`src/rtl/mem_arb_pkg.sv`:
```
// Shared types and default sizes for the I/D memory port arbiter.
// Included by mem_arb_pick and mem_port_arbiter.
package mem_arb_pkg;

  localparam int AW_DEF         = 32;
  localparam int DW_DEF         = 32;
  localparam int STARVE_MAX_DEF = 4;

  typedef enum logic [1:0] {
    IDLE  = 2'd0,
    ISSUE = 2'd1,
    RESP  = 2'd2
  } state_t;

  typedef enum logic {
    OWN_I = 1'b0,
    OWN_D = 1'b1
  } owner_t;

  typedef struct packed {
    logic d;
    logic i;
  } gnt_t;

endpackage

```
`src/rtl/mem_arb_pick.sv`:
```
// Combinational grant select: D wins unless I has waited through STARVE_MAX D grants.
// Grants are produced only while en (arbiter idle) is high.
module mem_arb_pick
  import mem_arb_pkg::*;
#(
  parameter int STARVE_MAX = STARVE_MAX_DEF,
  parameter int CW         = $clog2(STARVE_MAX + 1)
) (
  input  logic          en,
  input  logic          i_req,
  input  logic          d_req,
  input  logic [CW-1:0] starve_cnt,
  output gnt_t          gnt,
  output owner_t        owner
);

  localparam logic [CW-1:0] STARVE_LIM = CW'(STARVE_MAX);

  always_comb begin
    // NOTE: every output gets a default first, so no path leaves one unassigned and no latch is inferred.
    gnt   = '0;
    owner = OWN_I;
    if (en) begin
      if (d_req && (!i_req || (starve_cnt < STARVE_LIM))) begin
        gnt.d = 1'b1;
        owner = OWN_D;
      end else if (i_req) begin
        gnt.i = 1'b1;
      end
    end
  end

endmodule

```
`src/rtl/mem_port_arbiter.sv`:
```
// Shares one variable-latency memory port between fetch (I) and load/store (D), one transaction in flight.
// Optional stall counters are enabled with the MEM_ARB_STATS_EN macro.
module mem_port_arbiter
  import mem_arb_pkg::*;
#(
  parameter int AW         = AW_DEF,
  parameter int DW         = DW_DEF,
  parameter int STARVE_MAX = STARVE_MAX_DEF
) (
  input  logic          clk,
  input  logic          rst,
  input  logic          i_req,
  input  logic [AW-1:0] i_addr,
  output logic          i_gnt,
  output logic          i_rvalid,
  output logic [DW-1:0] i_rdata,
  input  logic          d_req,
  input  logic          d_we,
  input  logic [AW-1:0] d_addr,
  input  logic [DW-1:0] d_wdata,
  output logic          d_gnt,
  output logic          d_rvalid,
  output logic [DW-1:0] d_rdata,
  output logic          m_req,
  output logic          m_we,
  output logic [AW-1:0] m_addr,
  output logic [DW-1:0] m_wdata,
  input  logic          m_ack,
  input  logic [DW-1:0] m_rdata
`ifdef MEM_ARB_STATS_EN
  ,
  output logic [31:0]   stall_i_cnt,
  output logic [31:0]   stall_d_cnt
`endif
);

  localparam int            CW         = $clog2(STARVE_MAX + 1);
  localparam logic [CW-1:0] STARVE_LIM = CW'(STARVE_MAX);

  state_t        state, state_nxt;
  owner_t        owner, owner_sel;
  gnt_t          gnt;
  logic [CW-1:0] starve_cnt;
  logic          in_idle;
  logic          ack_take;

  assign in_idle  = (state == IDLE);
  assign ack_take = (state == ISSUE) && m_ack;

  mem_arb_pick #(
    .STARVE_MAX(STARVE_MAX),
    .CW        (CW)
  ) u_pick (
    .en        (in_idle),
    .i_req     (i_req),
    .d_req     (d_req),
    .starve_cnt(starve_cnt),
    .gnt       (gnt),
    .owner     (owner_sel)
  );

  // Decoded from state so reset removes m_req without waiting for a clock edge.
  assign i_gnt    = gnt.i;
  assign d_gnt    = gnt.d;
  assign m_req    = (state == ISSUE);
  assign i_rvalid = (state == RESP) && (owner == OWN_I);
  assign d_rvalid = (state == RESP) && (owner == OWN_D);

  always_comb begin
    state_nxt = state;
    case (state)
      IDLE:    if (gnt.i || gnt.d) state_nxt = ISSUE;
      ISSUE:   if (m_ack) state_nxt = RESP;
      RESP:    state_nxt = IDLE;
      default: state_nxt = IDLE;
    endcase
  end

  always_ff @(posedge clk or negedge rst) begin
    // NOTE: sequential state uses non-blocking assignments so every register samples pre-edge values.
    if (!rst) begin
      state <= IDLE;
      owner <= OWN_I;
    end else begin
      state <= state_nxt;
      if (gnt.i || gnt.d) owner <= owner_sel;
    end
  end

  always_ff @(posedge clk or negedge rst) begin
    if (!rst) begin
      m_we    <= 1'b0;
      m_addr  <= '0;
      m_wdata <= '0;
    end else if (gnt.d) begin
      m_we    <= d_we;
      m_addr  <= d_addr;
      m_wdata <= d_wdata;
    end else if (gnt.i) begin
      m_we    <= 1'b0;
      m_addr  <= i_addr;
      m_wdata <= '0;
    end
  end

  // Stores complete with zero data; rdata otherwise holds between responses.
  always_ff @(posedge clk or negedge rst) begin
    if (!rst) begin
      i_rdata <= '0;
      d_rdata <= '0;
    end else if (ack_take) begin
      if (owner == OWN_I) i_rdata <= m_rdata;
      else                d_rdata <= m_we ? '0 : m_rdata;
    end
  end

  always_ff @(posedge clk or negedge rst) begin
    if (!rst) begin
      starve_cnt <= '0;
    end else if (in_idle) begin
      if (gnt.i || !i_req)
        starve_cnt <= '0;
      else if (gnt.d && (starve_cnt != STARVE_LIM))
        starve_cnt <= starve_cnt + CW'(1);
    end
  end

`ifdef MEM_ARB_STATS_EN
  always_ff @(posedge clk or negedge rst) begin
    if (!rst) begin
      stall_i_cnt <= '0;
      stall_d_cnt <= '0;
    end else begin
      if (i_req && !gnt.i && (stall_i_cnt != '1)) stall_i_cnt <= stall_i_cnt + 32'd1;
      if (d_req && !gnt.d && (stall_d_cnt != '1)) stall_d_cnt <= stall_d_cnt + 32'd1;
    end
  end
`endif

endmodule

```
`config.mk`:
```
export PLATFORM = sky130hd
export DESIGN_NAME = mem_port_arbiter
export DESIGN_NICKNAME = d
export VERILOG_FILES = /design/src/rtl/mem_arb_pkg.sv /design/src/rtl/mem_arb_pick.sv /design/src/rtl/mem_port_arbiter.sv
export SDC_FILE = /design/constraint.sdc
export NUM_CORES = 1
export LEC_CHECK = 0
export BUFFER_PORTS_ARGS = -buffer_cell sky130_fd_sc_hd__buf_2
export CAP_MARGIN = 20
export CORE_ASPECT_RATIO = 1.1
export CORE_UTILIZATION = 47
export CTS_BUF_LIST = sky130_fd_sc_hd__clkbuf_16
export CTS_CLUSTER_DIAMETER = 150
export DETAILED_ROUTE_END_ITERATION = 8
export PLACE_DENSITY_LB_ADDON = 0.25
export REMOVE_ABC_BUFFERS = 1
export SYNTH_ARGS = -nofsm -noshare
export SYNTH_HDL_FRONTEND = slang
export SYNTH_SLANG_ARGS = --single-unit
```
`constraint.sdc`:
```
create_clock -name clk -period 1.81 [get_ports clk]
set_input_delay 0.181 -clock clk [delete_from_list [all_inputs] [get_ports clk]]
set_output_delay 0.181 -clock clk [all_outputs]
set_load 0.02 [all_outputs]
```
==> metrics <==
most frequently used cell type in the post-synthesis netlist=sky130_fd_sc_hd__dfrtp_1; crit-path max cell delay=0.41 ns; placed instance count=859; fillers=917; number of violations reported at the end of detailed-routing iteration 0=166; average footprint of a synthesized cell=13.4 um^2; crit end category=flip-flop; area of the placeable core=0.0126 mm^2; Max Root-Sink Buffers=2; share of the synthesized area in the top cell type=56.0%; synthesis warning total=0; Tmin final=1.74 ns; Port Buffers=267; Synth async-reset ratio=100%; deepest level of the CTS H-tree=4; switching power total=0.00609 W; number of primary I/O pins=268; number of buffer and inverter stages on the critical path=1; fin util=71.0%; cell seen most often among critical-path stages=sky130_fd_sc_hd__mux2_2; initial antenna violation count=0; Power Density=1830 mW/mm^2; die area=0.0133 mm^2; maximum number of pins on one net before global-route repair=65; Least-Margin Pin Slew=0.509 ns; library cells used by synthesis=23; wire length of the first global-routing pass=23.7 mm; DRC viols=0; run status=finished, final reports clean; portion of total power attributed to sequential cells=32.7%; worst skew pair latency=0.41 ns; CP startpoint kind=flip-flop; critical path, cell by cell=nor3b_4, buf_12, mux2_2, mux2_2; synth top area cells=sky130_fd_sc_hd__dfrtp_1 56%, sky130_fd_sc_hd__mux2_2 17%, sky130_fd_sc_hd__mux2_4 9.0%; area of the multi-input gates=0.00246 mm^2; Antenna Nets Post-Route=0; fraction of the cycle the final worst path needs=96.0%; Top Family by Delay on Critical Path=multiplexers; combinational power share=46.8%; overall routed net length=15.8 mm; detailed-route vias per instance=4.87; final cell count without fillers=965; worst hold slack after final layout=0.0151 ns; Critical Setup Path Class=reg -> reg; count of mapped cells out of synthesis=449; share of post-route cells with drive strength above 1=56.1%; residual overflow from global routing=0; Slew headroom=66.1%; Horiz. Die Dim=110 um; number of iterations in the first detailed-routing pass=4; storage element area=0.00338 mm^2; via count=4698; internal power summed over all cells=0.0102 W; CTS tree=done; Nets=932; final hold violations=0; setup slack of the worst register-to-register path=0.07 ns; number of flops mapped to enable cells by yosys=0; Hold/Removal Path Class=in -> reg; unrepaired setup endpoints after global routing=true; # setup viols final=0; clock-pin slew of the registers on the worst-case setup and hold paths=0.05 ns; static leakage power=4.53 nW; switch share=37.3%; wire length per cell=16.4 um; flop and latch count out of synthesis=135; Final Slew Violations=0; area growth from synthesis to layout=48.0%; total routing resource utilization after global routing=23.8%; highest clock frequency the design can meet=576 MHz; Site Rows=43; sequential area share after synthesis=56.0%; clk sinks=135; fraction of power consumed by the clock network=20.5%; cell at the root of the clock tree=sky130_fd_sc_hd__clkbuf_16; RePlAce Congestion=0.756; # Max-Cap Violations=0; total standard cell area after synthesis=0.00604 mm^2; diode count=0; peak fanout along the critical path=40; synth cell count leaders=135 x sky130_fd_sc_hd__dfrtp_1, 93 x sky130_fd_sc_hd__mux2_2, 36 x sky130_fd_sc_hd__mux2_4, 36 x sky130_fd_sc_hd__o21ai_0, 34 x sky130_fd_sc_hd__nand2_1; Die Height=121 um; largest area contributor in the synthesized netlist=sky130_fd_sc_hd__dfrtp_1; initial core utilization=48.0%; prevailing post-synth register cell=sky130_fd_sc_hd__dfrtp_1; total half-perimeter wirelength after legalization and detailed placement=10.4 mm; IR Drop Worst-Case VDD=1.02 mV; required time at the worst-slack endpoint=2.11 ns; number of global-route vias before repair=4916; maximum clock skew at final layout=0.00669 ns; CP max-delay cell=sky130_fd_sc_hd__dfrtp_1; data arrival at the endpoint of the critical path=2.03 ns; overall power consumption=0.0163 W; Inserted Clock Buffers=17
==> metal layers <==
metal / GRT usage, % / vias up / part of all wire [%] / routed length (um)
met3: 7.09 / 22 / 7.6 / 1210
met2: 41.6 / 188 / 52 / 8180
met1: 26.9 / 2271 / 39 / 6160
met4: 9.08 / 0 / 1.8 / 285
li1: - / 2217 / - / -
met5: 0 / - / 0 / 0
==> cells by family (layout without fill, tap and decap cells) <==
family	Yosys count	in the layout	synth area share, %
AOI/OAI and AO/OA	38	38	3.21
and+or+nand+nor	112	112	10.4
buffers and inverters	33	392	3.69
adders and majority gates	2	2	0.414
muxes	129	129	26.3
DFF	135	135	56.0
==> cell usage in the layout (no fill, tap or decap) <==
| master | Yosys | final |
|---|---|---|
| sky130_fd_sc_hd__a21oi_2 | 0 | 1 |
| sky130_fd_sc_hd__and2_4 | 1 | 1 |
| sky130_fd_sc_hd__and3_1 | 2 | 2 |
| sky130_fd_sc_hd__and3b_1 | 2 | 2 |
| sky130_fd_sc_hd__buf_12 | 3 | 8 |
| sky130_fd_sc_hd__buf_2 | 10 | 264 |
| sky130_fd_sc_hd__buf_4 | 0 | 12 |
| sky130_fd_sc_hd__buf_6 | 5 | 7 |
| sky130_fd_sc_hd__bufinv_16 | 0 | 3 |
| sky130_fd_sc_hd__clkbuf_16 | 0 | 18 |
| sky130_fd_sc_hd__clkinv_1 | 0 | 6 |
| sky130_fd_sc_hd__clkinv_2 | 0 | 2 |
| sky130_fd_sc_hd__clkinvlp_4 | 0 | 2 |
| sky130_fd_sc_hd__dfrtp_1 | 135 | 134 |
| sky130_fd_sc_hd__dfrtp_2 | 0 | 1 |
| sky130_fd_sc_hd__dlygate4sd3_1 | 0 | 63 |
| sky130_fd_sc_hd__ha_1 | 2 | 2 |
| sky130_fd_sc_hd__inv_1 | 6 | 6 |
| sky130_fd_sc_hd__inv_2 | 0 | 1 |
| sky130_fd_sc_hd__mux2_2 | 93 | 93 |
| sky130_fd_sc_hd__mux2_4 | 36 | 36 |
| sky130_fd_sc_hd__nand2_1 | 34 | 33 |
| sky130_fd_sc_hd__nand2_2 | 0 | 1 |
| sky130_fd_sc_hd__nand2b_1 | 32 | 32 |
| sky130_fd_sc_hd__nand3_1 | 4 | 3 |
| sky130_fd_sc_hd__nand3_4 | 0 | 1 |
| sky130_fd_sc_hd__nand4b_1 | 1 | 1 |
| sky130_fd_sc_hd__nor2_1 | 1 | 1 |
| sky130_fd_sc_hd__nor2_4 | 1 | 1 |
| sky130_fd_sc_hd__nor2b_1 | 33 | 33 |
| sky130_fd_sc_hd__nor3b_4 | 0 | 1 |
| sky130_fd_sc_hd__o21ai_0 | 36 | 36 |
| sky130_fd_sc_hd__o311ai_0 | 1 | 1 |
==> cell type report <==
class                      instances  share of cell area (%)
clock inverter                    14                    1.58
clock buffer                      17                    4.76
multi-input combinational        281                    27.6
tap                              157                    2.20
inverter                           6                   0.252
sequential                       135                    37.8
timing repair buffer             355                    25.8
==> flip-flops by register name, summed over array words and instances (netlist names) <==
register and cells:
m_we 1, i_rdata 32, owner 1, m_wdata 32, m_addr 32, state 2, d_rdata 32, starve_cnt 3
==> stage by stage <==
stage / cell area (um^2) / TNS, ns / worst slack (ns)
2_1_floorplan: 5840 / -129.67 / -1.88
3_3_place_gp: 7590 / 0 / 0.130
3_5_place_dp: 7590 / 0 / 0.107
4_1_cts: 8810 / -0.0146 / -0.0129
5_1_grt: 8930 / 0 / 0.00108
6_report: 8930 / 0 / 0.0733
==> worst register-to-register path, stage by stage, from the launching register on <==
cell	delay, ns
sky130_fd_sc_hd__dfrtp_1	0.41
sky130_fd_sc_hd__nor3b_4	0.29
sky130_fd_sc_hd__buf_12	0.27
sky130_fd_sc_hd__mux2_2	0.38
sky130_fd_sc_hd__mux2_2	0.27
==> final timing paths <==
path	from	to	cells after the start
max	state[1]$_DFFE_PN0P_	m_addr[5]$_DFFE_PN0P_	4
min	d_wdata[31]	m_wdata[31]$_DFFE_PN0P_	2
max reg2reg	state[1]$_DFFE_PN0P_	m_addr[5]$_DFFE_PN0P_	4
min reg2reg	d_rdata[29]$_DFFE_PN0P_	d_rdata[29]$_DFFE_PN0P_	2
max in group asynchronous	rst	m_we$_DFFE_PN0P_	3
min in group asynchronous	rst	d_rdata[11]$_DFFE_PN0P_	2
==> power groups by stage <==
stage	logic (W)	clock network, W	registers (W)
floorplan	0.00307	0	0.00704
global placement	0.00716	0	0.00525
detailed placement	0.00735	0	0.00532
CTS	0.00751	0.00342	0.00534
global route	0.00824	0.00353	0.00552
finish	0.00764	0.00334	0.00535
==> what timing repair did <==
item / CTS / global route
gates resized for setup: 7 / 5
pin swaps: 2 / 2
setup buffers: 1 / 10
hold buffers: 63 / 0
endpoints found under the setup margin: 2 / 3
cloned: 0 / 1
hold endpoints to repair: 94 / 0
(Power assumes the default switching activity.)
